**config.mk**
```make
export PLATFORM = sky130hd
export DESIGN_NAME = alu_seq
export DESIGN_NICKNAME = d
export VERILOG_FILES = /design/src/rtl/alu_seq_pkg.sv /design/src/rtl/alu_seq_alu.sv /design/src/rtl/alu_seq.sv
export SDC_FILE = /design/constraint.sdc
export NUM_CORES = 1
export LEC_CHECK = 0
export ABC_AREA = 1
export BUFFER_PORTS_ARGS = -buffer_cell sky130_fd_sc_hd__buf_2
export CAP_MARGIN = 10
export CORE_ASPECT_RATIO = 1.25
export CORE_MARGIN = 3
export CORE_UTILIZATION = 30
export CTS_CLUSTER_DIAMETER = 60
export DETAILED_ROUTE_END_ITERATION = 6
export GPL_ROUTABILITY_DRIVEN = 1
export GPL_TIMING_DRIVEN = 0
export PLACE_DENSITY = 0.48
export REMOVE_ABC_BUFFERS = 1
export SYNTH_ARGS = -nofsm -noshare
export SYNTH_HDL_FRONTEND = slang
export SYNTH_HIERARCHICAL = 1
export SYNTH_SLANG_ARGS = --single-unit
```
**constraint.sdc**
```tcl
create_clock -name clk -period 4.4 [get_ports clk]
set_input_delay 0.22 -clock clk [delete_from_list [all_inputs] [get_ports clk]]
set_output_delay 0.22 -clock clk [all_outputs]
set_load 0.1 [all_outputs]
```
**src/rtl/alu_seq_pkg.sv**
```systemverilog
`default_nettype none
// ============================================================================
// Module      : alu_seq_pkg
// Description : Shared types and constants for the ALU sequencer.
// Revision    : 1.0 - initial release
// ============================================================================
package alu_seq_pkg;

    typedef enum logic [2:0] {
        IDLE = 3'd0,
        ALU1 = 3'd1,
        MADD = 3'd2,
        MDBL = 3'd3,
        DONE = 3'd4
    } state_t;

    localparam logic OP_ALU = 1'b0;
    localparam logic OP_MUL = 1'b1;

    // Bit positions inside ctrl = {zx,nx,zy,ny,f,no}
    localparam int CTRL_ZX = 5;
    localparam int CTRL_NX = 4;
    localparam int CTRL_ZY = 3;
    localparam int CTRL_NY = 2;
    localparam int CTRL_F  = 1;
    localparam int CTRL_NO = 0;

    localparam logic [5:0] CTRL_ADD = 6'b000010;
    localparam logic [5:0] CTRL_SUB = 6'b010011;

endpackage : alu_seq_pkg
`default_nettype wire

```
**src/rtl/alu_seq_alu.sv**
```systemverilog
`default_nettype none
// ============================================================================
// Module      : alu
// Description : Combinational Hack ALU (zero/negate inputs, add or and, negate out).
// Revision    : 1.0 - initial release
// ============================================================================
module alu #(
    parameter int WIDTH = 16
) (
    input  logic [WIDTH-1:0] x,
    input  logic [WIDTH-1:0] y,
    input  logic             zx,
    input  logic             nx,
    input  logic             zy,
    input  logic             ny,
    input  logic             f,
    input  logic             no,
    output logic [WIDTH-1:0] out,
    output logic             zr,
    output logic             ng
);

    logic [WIDTH-1:0] w_x0;
    logic [WIDTH-1:0] w_x1;
    logic [WIDTH-1:0] w_y0;
    logic [WIDTH-1:0] w_y1;
    logic [WIDTH-1:0] w_f;

    assign w_x0 = zx ? '0 : x;
    assign w_x1 = nx ? ~w_x0 : w_x0;
    assign w_y0 = zy ? '0 : y;
    assign w_y1 = ny ? ~w_y0 : w_y0;
    assign w_f  = f  ? (w_x1 + w_y1) : (w_x1 & w_y1);
    assign out  = no ? ~w_f : w_f;
    assign zr   = (out == '0);
    assign ng   = out[WIDTH-1];

endmodule : alu
`default_nettype wire

```
**src/rtl/alu_seq.sv**
```systemverilog
`default_nettype none
// ============================================================================
// Module      : alu_seq
// Description : Sequencer around the Hack ALU: single ALU op or shift-and-add multiply.
// Revision    : 1.0 - initial release
// ============================================================================
module alu_seq
    import alu_seq_pkg::*;
#(
    parameter int WIDTH = 16
) (
    input  logic             clk,
    input  logic             reset,
    input  logic             start,
    input  logic             op,
    input  logic [5:0]       ctrl,
    input  logic [WIDTH-1:0] a,
    input  logic [WIDTH-1:0] b,
    output logic             busy,
    output logic             done,
    output logic [WIDTH-1:0] result,
    output logic             zr,
    output logic             ng
);

    state_t           r_state;
    state_t           w_state_nxt;
    logic [WIDTH-1:0] r_x;
    logic [WIDTH-1:0] r_y;
    logic [WIDTH-1:0] r_acc;
    logic [3:0]       r_cnt;
    logic [5:0]       r_ctrl;
    logic             r_op;
    logic [WIDTH-1:0] r_result;

    logic [WIDTH-1:0] w_alu_x;
    logic [WIDTH-1:0] w_alu_y;
    logic [5:0]       w_alu_ctrl;
    logic [WIDTH-1:0] w_alu_out;
    logic             w_alu_zr_unused;
    logic             w_alu_ng_unused;
    logic             w_last;

    // Loop ends after 16 iterations or once no multiplier bits remain
    assign w_last = (r_cnt == 4'd15) || (r_y[WIDTH-1:1] == '0);

    always_ff @(posedge clk) begin
        if (reset) begin
            r_state <= IDLE;
        end else begin
            r_state <= w_state_nxt;
        end
    end

    always_comb begin
        w_state_nxt = r_state;
        case (r_state)
            IDLE:    if (start) w_state_nxt = (op == OP_MUL) ? MADD : ALU1;
            ALU1:    w_state_nxt = DONE;
            MADD:    w_state_nxt = MDBL;
            MDBL:    w_state_nxt = w_last ? DONE : MADD;
            DONE:    w_state_nxt = IDLE;
            default: w_state_nxt = IDLE;
        endcase
    end

    always_comb begin
        w_alu_x    = r_x;
        w_alu_y    = r_y;
        w_alu_ctrl = CTRL_ADD;
        case (r_state)
            ALU1: begin
                if (r_op == OP_ALU) w_alu_ctrl = r_ctrl;
            end
            MADD: begin
                w_alu_x = r_acc;
                w_alu_y = r_x;
            end
            MDBL: begin
                w_alu_x = r_x;
                w_alu_y = r_x;
            end
            default: begin
                w_alu_x = r_x;
                w_alu_y = r_y;
            end
        endcase
    end

    always_ff @(posedge clk) begin
        if (reset) begin
            r_x      <= '0;
            r_y      <= '0;
            r_acc    <= '0;
            r_cnt    <= '0;
            r_ctrl   <= '0;
            r_op     <= OP_ALU;
            r_result <= '0;
        end else begin
            case (r_state)
                IDLE: begin
                    if (start) begin
                        r_x    <= a;
                        r_y    <= b;
                        r_ctrl <= ctrl;
                        r_op   <= op;
                        r_acc  <= '0;
                        r_cnt  <= '0;
                    end
                end
                ALU1: r_result <= w_alu_out;
                MADD: begin
                    if (r_y[0]) r_acc <= w_alu_out;
                end
                MDBL: begin
                    r_x   <= w_alu_out;
                    r_y   <= r_y >> 1;
                    r_cnt <= r_cnt + 4'd1;
                    if (w_last) r_result <= r_acc;
                end
                default: ;
            endcase
        end
    end

    alu #(
        .WIDTH (WIDTH)
    ) u_alu (
        .x   (w_alu_x),
        .y   (w_alu_y),
        .zx  (w_alu_ctrl[CTRL_ZX]),
        .nx  (w_alu_ctrl[CTRL_NX]),
        .zy  (w_alu_ctrl[CTRL_ZY]),
        .ny  (w_alu_ctrl[CTRL_NY]),
        .f   (w_alu_ctrl[CTRL_F]),
        .no  (w_alu_ctrl[CTRL_NO]),
        .out (w_alu_out),
        .zr  (w_alu_zr_unused),
        .ng  (w_alu_ng_unused)
    );

    assign busy   = (r_state != IDLE);
    assign done   = (r_state == DONE);
    assign result = r_result;
    assign zr     = (r_result == '0);
    assign ng     = r_result[WIDTH-1];

endmodule : alu_seq
`default_nettype wire

```
# Word level (Yosys, flattened, before mapping)
# Cells that the tools add are included.
totals:
  in_bits: 42
  ram_bits: 0
  n_memories: 0
  mem_bits_ro: 0
  latch_bits: 0
  regBits: 78
  word_cells: 60
  output_inout_bits: 20
op_classes:
  div_mod_pow: 0
  add_sub_neg: 2
  n_lt_le_gt_ge: 0
  bitwise_logic: 4
  n_mul: 0
  reduce_logical: 13
  mux: 25
  shifts: 0
  eq_ne: 8
op_table:
  columns: ["operator", "count"]
  rows:
  - ["$mux W16", 13]
  - ["$pmux W16 S2", 4]
  - ["$not A16 Y16", 3]
  - ["$add A16 B16 Y16", 1]
  - ["$and A16 B16 Y16", 1]
  - ["$logic_not A16 Y1", 1]
  - ["$logic_not A15 Y1", 1]
  - ["$mux W6", 2]
  - ["$pmux W3 S4", 1]
  - ["$pmux W4 S2", 1]
  - ["$eq A3 B2 Y1 const B", 2]
  - ["$mux W3", 2]
  - ["$ne A2 B2 Y1 const B", 3]
  - ["$reduce_and A2 Y1", 3]
  - ["$reduce_bool A2 Y1", 3]
  - ["$add A4 B1 Y4 const B", 1]
  - ["$eq A4 B4 Y1 const B", 1]
  - ["$mux W4", 1]
  - ["$eq A3 B1 Y1 const B", 1]
  - ["$eq A3 B3 Y1 const B", 1]
  - ["$logic_not A3 Y1", 1]
  - ["$reduce_and A3 Y1", 1]
  - ["$reduce_bool A3 Y1", 1]
  - ["$mux W2", 1]
  - ["2 further kinds", 2]

# Logic depth before layout (Yosys ltp)
# Gate-level depths: netlist of run 1.
logic_depth:
  depth_word: 12
  ltp_mapped: 30
  ltp_nobuf: 28

# Hierarchy
# Netlist of run 1, hierarchy kept.
modules_own_cells:
  columns: ["mod", "seq_area_each_um2", "cells_each", "n_inst", "area_each_um2"]
  rows:
  - ["alu_seq", 1561.5, 663, 1, 4051.4]
  - ["alu", 0.0, 419, 1, 2089.5]

# Least setup slack after synthesis of run 1
# Ideal clock, no wire load.
synth_timing:
  path_kind: "register to register"
  start: "register r_state[0]"
  end: "register r_result[14] (netlist: result[14])"
  n_path_buf: 2
  slack_ns: 0.881
  setup_ns: 0.119
  path_stages_with_launch: 27
  t_required_ns: 4.281
  period_less_slack_ns: 3.519
  arrival_time_ns: 3.400
  cell_sequence: "dfxtp_1 inv_2 nor2_2 nand3_1 nor2_1 clkbuf_1 buf_2 xor2_1 inv_1 ha_1 fa_1 nand3_1 nand3_2 nand2_1 nand2_2 nand2_1 nand2_1 nand2_1 nand3_1 nand3_1 nand2_1 nand2_1 nand2_1 inv_1 nand3_1 nand2_1 nor2_1"
synth_via:
  elab_cells_between_ends: 22
  cone_classes: "add/sub: 1; eq/ne: 4; mux: 10; bitwise: 4; reduce/logical: 3"
synth_lines:
  columns: ["element", "line_no", "rtl"]
  rows:
  - ["start, declared", "alu_seq.sv:26", "state_t r_state;"]
  - ["start signal, assigned", "alu_seq.sv:51", "r_state <= w_state_nxt;"]
  - ["$eq A3 B1 Y1 (*)", "alu_seq.sv:71", "case (r_state)"]
  - ["$mux W6 (*)", "alu_seq.sv:71", null]
  - ["named net w_alu_ctrl[2]", "alu_seq.sv:38", "logic [5:0] w_alu_ctrl;"]
  - ["$mux W16 (*)", "alu_seq_alu.sv:32", "assign w_y1 = ny ? ~w_y0 : w_y0;"]
  - ["$add A16 B16 Y16 or $and A16 B16 Y16 (tied branches)", "alu_seq_alu.sv:33", "assign w_f = f ? (w_x1 + w_y1) : (w_x1 & w_y1);"]
  - ["$mux W16 (*)", "alu_seq_alu.sv:33", null]
  - ["$not A16 Y16", "alu_seq_alu.sv:34", "assign out = no ? ~w_f : w_f;"]
  - ["$mux W16 (*)", "alu_seq_alu.sv:34", null]
  - ["named net w_alu_out[14]", "alu_seq.sv:39", "logic [WIDTH-1:0] w_alu_out;"]
  - ["$pmux W16 S2 (*)", "alu_seq.sv:100", "case (r_state)"]
  - ["end signal, assigned", "alu_seq.sv:111", "ALU1: r_result <= w_alu_out;"]
  - ["end signal, assigned", "alu_seq.sv:119", "if (w_last) r_result <= r_acc;"]
  - ["end, declared", "alu_seq.sv:34", "logic [WIDTH-1:0] r_result;"]
# Mark *: on every way through the listed nets, which the timed path passes. The rest lies on a longest branch.
# A chain may end at the register's enable or synchronous reset.

# Worst setup path in the final report of run 1
layout_timing:
  start: "register r_state[0]"
  end: "register r_result[14] (netlist: result[14])"
layout_via:
  elab_cells_between_ends: 22
  cone_classes: "add/sub: 1; eq/ne: 4; mux: 10; bitwise: 4; reduce/logical: 3"
layout_lines:
  columns: ["element", "line_no", "rtl"]
  rows:
  - ["$eq A3 B1 Y1 (*)", "alu_seq.sv:71", null]
  - ["$mux W6 (*)", "alu_seq.sv:71", null]
  - ["named net w_alu_ctrl[3]", "alu_seq.sv:38", null]
  - ["$mux W16 (*)", "alu_seq_alu.sv:31", "assign w_y0 = zy ? '0 : y;"]
  - ["$not A16 Y16", "alu_seq_alu.sv:32", null]
  - ["$mux W16 (*)", "alu_seq_alu.sv:32", null]
  - ["$add A16 B16 Y16 or $and A16 B16 Y16 (tied branches)", "alu_seq_alu.sv:33", null]
  - ["$mux W16 (*)", "alu_seq_alu.sv:33", null]
  - ["$not A16 Y16", "alu_seq_alu.sv:34", null]
  - ["$mux W16 (*)", "alu_seq_alu.sv:34", null]
  - ["named net w_alu_out[14]", "alu_seq.sv:39", null]
  - ["$pmux W16 S2 (*)", "alu_seq.sv:100", null]
# Marked as above.

==> results of run 1 <==
[state kept, by name, summed over array words and instances (netlist names)]
| signal | flops |
|---|---|
| r_acc | 16 |
| r_cnt | 4 |
| r_ctrl | 6 |
| r_op | 1 |
| r_state | 3 |
| r_x | 16 |
| r_y | 16 |
| result | 16 |
[routing by layer]
metal,track usage [%],vias up
met5,0,-
met4,5.80,0
met3,2.03,17
met2,32.5,85
met1,21.8,2766
li1,-,3370
[layout by cell type, fill, tap and decap left out, drive strengths merged, types with 17 or more instances in the layout]
master and n:
nor2 115, o21ai 74, buf 75, nand3 75
ha 17, nand2 414, inv 136, xor2 33
dfxtp 78, a21oi 54
[tightest hold or removal path, delay by kind of cell]
family / cells / cell delay, ns
buffers and inverters: 1 / 0.08
AO/OA/AOI/OAI: 2 / 0.18
[final timing paths]
check	startpoint	endpoint	slack (ns)	cells past startpoint
worst max register to register	r_state[0]	result[14]	0.37	26
worst min-delay path	ctrl[0]	r_ctrl[0]	0.17	3
worst min register to register	r_ctrl[3]	r_ctrl[3]	0.46	2
worst max-delay path	r_state[0]	result[14]	0.37	26
[power by group through the flow]
stage | Sequential, uW | Combinational [uW] | Clock, uW
5_1_grt | 843 | 1550 | 764
2_1_floorplan | 967 | 871 | 0
6_report | 833 | 1370 | 725
3_5_place_dp | 847 | 1370 | 0
3_3_place_gp | 845 | 1360 | 0
4_1_cts | 833 | 1380 | 741
[repair_timing]
item,CTS,global route
pin swaps,2,1
cloned,1,0
gates resized for setup,2,4
setup buffers,1,6
hold endpoints to repair,0,0
setup endpoints to repair,17,15
[metrics by stage]
stage / hold slack [ns] / setup TNS (ns) / cell area, um2
after floorplan: 0.289 / -0.710 / 5800
after detailed placement: 0.450 / -1.59 / 6580
final: 0.166 / 0 / 6940
after global placement: 0.444 / -66.35 / 6430
after CTS: 0.162 / 0 / 6880
after global routing: 0.187 / 0 / 6940
[cell type report]
type,instances,share of cell area [%]
inverter,137,7.46
tap,265,4.78
clock inverter,7,0.847
multi-input combinational,802,54.2
timing repair buffer,75,6.99
clock buffer,9,3.24
sequential,78,22.5
==> reports/results.ini, run 1 <==
[run_status]
status=finished clean

[layout]
nets=1163
area_growth_pct=14.1
final_core_util_pct=35.3
antenna_cells=0
fillers=2293
layout-drive-gt1-share_pct=11.6
seq_area_um2=1560
fin_cells=1373
multi_input_area_um2=3760

[setup_path]
crit_type=flip-flop to flip-flop
arrival_ns=4.27
path_common_cell=nand2_1
slowest_delay_ns=0.46
endpoint_kind=flip-flop
required_ns=4.64
critPathSlowestCell=fa_1
crit_family=simple AND/OR/NAND/NOR gates
path_buf_inv=4
crit_fanout=10
startpoint_type=flip-flop

[clock_tree]
cts_tree=done
clkSinkCount=78
hold_buffers=0
cts.htree.levels=3
clock_path_buffers=2
cts_buffers=9
clock_latency_ns=0.35
root_buffer=clkbuf_16
path_clk_slew_ns=0.07

[timing]
slew_headroom_pct=27.1
setup_viol=0
period_minus_slack_ns=4.03
max_freq_ghz=0.248
slew_viol_final=0
finalHoldViolations=0
worst_slew_pin_slew_ns=1.09
fin_ws_ns=0.371
clock_skew_ns=0.0126
min_period_over_period_pct=91.6
rsz0062_at_grt=no

[routing]
route.met2.wl_mm=9.89
routed_via_density=4.54
firstDrtPassIters=5
drt_iter0_drc=360
drt-met1-wl_mm=8.83
drtAntennaViolNets=0
routedWlPerCell_um=14.3
num_vias=6238
met3_length_um=484
drc=0
wl_mm=19.6
top_layer=met4

[die]
die_area_um2=22000
rows=57
die_x_um=133
fp.coreArea_um2=19700
initial_core_util_pct=30.9
io_pins=62
die_h_um=165

[synth]
synth_cells=1068
netlist_area_um2=6080
avgSynthCellArea_um2=5.70
yosys_warnings=6

[global_route]
grt_first_pass_wirelength_mm=30.9
grt_pass1_vias=5912
antenna_found_initial=0
grt_overflow=0
grt_max_degree=58
grt_util_all_layers_pct=17.8

[power_and_ir_drop]
p_clk_share_pct=24.7
power_frac_comb_pct=46.9
p_leak_uw=0.00367
share_seq_of_total_power_pct=28.4
total_power_uw=2930
internal_power_uw=1570
ir_drop_v=0.000153
powerDensity_nw_per_um2=422
swShare_pct=46.6
switching_power_uw=1370

[placed_design]
io_buffers=61
place_ws_ns=-0.277
placed_cells=1349
place_hpwl_mm=13.8
gp_congestion=0.806

[worst_hold_path]
holdCritPathClass=input port to flip-flop

[job]
cap_violations=0

No activity file was read; power rests on OpenSTA's default activity.
==> inputs of run 2 (changes only) <==
PLACE_DENSITY = 0.5   (was 0.48)
clock period = 3.6 ns   (was 4.4 ns; I/O delays follow)
==> reports/results.ini, run 2 (synthesis results as in run 1) <==
[run_status]
status=finished clean

[timing]
finalHoldViolations=0  ; unchanged
period_minus_slack_ns=3.46  ; -0.568 ns
slew_viol_final=0  ; unchanged
max_freq_ghz=0.289  ; +16%
slew_headroom_pct=27.5  ; +0.39 points
rsz0062_at_grt=yes
fin_ws_ns=0.139  ; -0.232 ns
setup_viol=0  ; unchanged
min_period_over_period_pct=96.1  ; +4.6 points
worst_slew_pin_slew_ns=1.09  ; -0.00588 ns
clock_skew_ns=0.0108  ; -0.00182 ns

[layout]
area_growth_pct=27.2
layout_common_cells=nand2_1 (373), inv_1 (117), nor2_1 (99), dfxtp_1 (75), o21ai_0 (71)
fillers=2233  ; -2.6%
antenna_cells=0  ; unchanged
final_common_cell=nand2_1
layout-drive-gt1-share_pct=20.8  ; +9.2 points
final_area_um2=7740  ; +11%
seq_area_um2=1570  ; +0.32%
nets=1191  ; +2.4%
multi_input_area_um2=4260  ; +13%

[power_and_ir_drop]
powerDensity_nw_per_um2=513  ; +21%
share_seq_of_total_power_pct=25.7  ; -2.7 points
swShare_pct=45.4  ; -1.2 points
ir_drop_v=0.000252  ; +65%
p_leak_uw=0.00394  ; +7.5%
power_frac_comb_pct=50.8  ; +3.9 points
switching_power_uw=1800  ; +32%
internal_power_uw=2170  ; +38%
p_clk_share_pct=23.5  ; -1.2 points

[placed_design]
place_hpwl_mm=13.7  ; -0.51%
io_buffers=61  ; unchanged
placed_area_um2=6620  ; +0.63%
gp_congestion=0.837  ; +3.9%
place_ws_ns=-1.02  ; -0.743 ns

[job]
cap_violations=0  ; unchanged

[worst_hold_path]
hold-path-cell-count=3  ; unchanged
holdCritPathClass=input port to flip-flop

[clock_tree]
clock_latency_ns=0.34  ; about the same
clock_path_buffers=2  ; unchanged
path_clk_slew_ns=0.07  ; about the same
cts_buffers=9  ; unchanged
root_buffer=clkbuf_16
clkSinkCount=78  ; unchanged
cts.htree.levels=3  ; unchanged
cts_tree=done

[global_route]
grt_overflow=0  ; unchanged
grt_util_all_layers_pct=18.0  ; +0.20 points
grt.busiest_layer=met2
grt_first_pass_wirelength_mm=31.9  ; +3.3%
globalRouteMet1Util_pct=23.5  ; +1.6 points
antenna_found_initial=0  ; unchanged
grt_max_degree=48  ; -17%
grt_util_met2_pct=31.9  ; -0.58 points
grt_pass1_vias=6178  ; +4.5%
met3_usage_pct=1.52  ; -0.52 points

[setup_path]
required_ns=3.84  ; -0.80 ns
reg2regPathDepth=28  ; +7.7%
critPathSlowestCell=dfxtp_4
path_common_cell=nand2_1
startpoint_type=flip-flop
slowest_delay_ns=0.37  ; -0.09 ns
endpoint_kind=flip-flop
crit_type=flip-flop to flip-flop
arrival_ns=3.70  ; -0.57 ns
crit_fanout=7  ; -3

[routing]
drtAntennaViolNets=0  ; unchanged
routedWlPerCell_um=14.6  ; +2.3%
firstDrtPassIters=5  ; unchanged
drc=0  ; unchanged
drt_iter0_drc=417  ; +16%
routed_via_density=4.74  ; +4.4%
num_vias=6638  ; +6.4%
wl_mm=20.4  ; +4.3%

[die]
initial_core_util_pct=30.9  ; unchanged
io_pins=62  ; unchanged
rows=57  ; unchanged
die_x_um=133  ; unchanged
die_area_um2=22000  ; unchanged
die_h_um=165  ; unchanged
fp.coreArea_um2=19700  ; unchanged

==> run 2: cell count changes in the layout (fill, tap and decap cells not counted), sizes merged <==
cell / delta
buf: +26
inv: -2
clkbuf: +2
bufinv: +1
clkinvlp: +1
clkinv: -1
==> run 2: metrics by stage <==
step / setup TNS, ns / hold slack (ns) / power, uW / instances / utilization [%]
4_1_cts: 0 / 0.125 / 3730 / 1377 / 36.4
3_5_place_dp: -26.31 / 0.451 / 2700 / 1350 / 33.6
5_1_grt: -0.984 / 0.144 / 4250 / 1400 / 39.3
2_1_floorplan: -28.42 / 0.249 / 2250 / 1016 / -
6_report: 0 / 0.135 / 3970 / 1400 / 39.3
3_3_place_gp: -106.05 / 0.444 / 2670 / 1342 / 32.7
==> run 2: power groups by stage <==
stage	Sequential [uW]	Clock, uW	Combinational [uW]
after floorplan	1180	0	1060
after global placement	1030	0	1640
after detailed placement	1040	0	1660
after CTS	1020	948	1760
after global routing	1030	980	2240
final	1020	932	2020
==> run 2: area by class of cell <==
class / instances / share of cell area (%)
Tap cell: 265 / 4.28
Timing Repair Buffer: 103 / 9.91
Multi-Input combinational cell: 802 / 55.0
Clock inverter: 6 / 0.792
Sequential cell: 78 / 20.3
Inverter: 137 / 6.81
Clock buffer: 9 / 2.91
==> run 2: final timing paths <==
check | from | end | slack (ns)
worst min-delay path | ctrl[5] | r_ctrl[5] | 0.14
worst max register to register | r_state[0] | result[15] | 0.14
worst max-delay path | r_state[0] | result[15] | 0.14
worst min register to register | r_ctrl[1] | r_ctrl[1] | 0.46
==> run 2: critical path, delay by kind of cell, from the launching register on <==
| family | cells | cell delay [ns] |
|---|---|---|
| and+or+nand+nor | 19 | 1.69 |
| xor gates and xnor gates | 1 | 0.14 |
| buffers and inverters | 7 | 0.81 |
| adders and majority gates | 1 | 0.32 |
| DFF | 1 | 0.37 |
==> run 2: what timing repair did <==
| action | CTS | global route |
|---|---|---|
| hold buffers | 0 | 0 |
| pin swaps | 4 | 42 |
| endpoints found under the setup margin | 47 | 30 |
| endpoints found under the hold margin | 0 | 0 |
| gates resized for setup | 33 | 95 |
| setup buffers | 11 | 21 |
| cloned | 1 | 2 |
==> run 2: routing by layer <==
layer	up-vias	share of wire, %
li1	3425	-
met5	-	0
met1	3092	46
met4	0	1.8
met2	109	49
met3	12	2.8
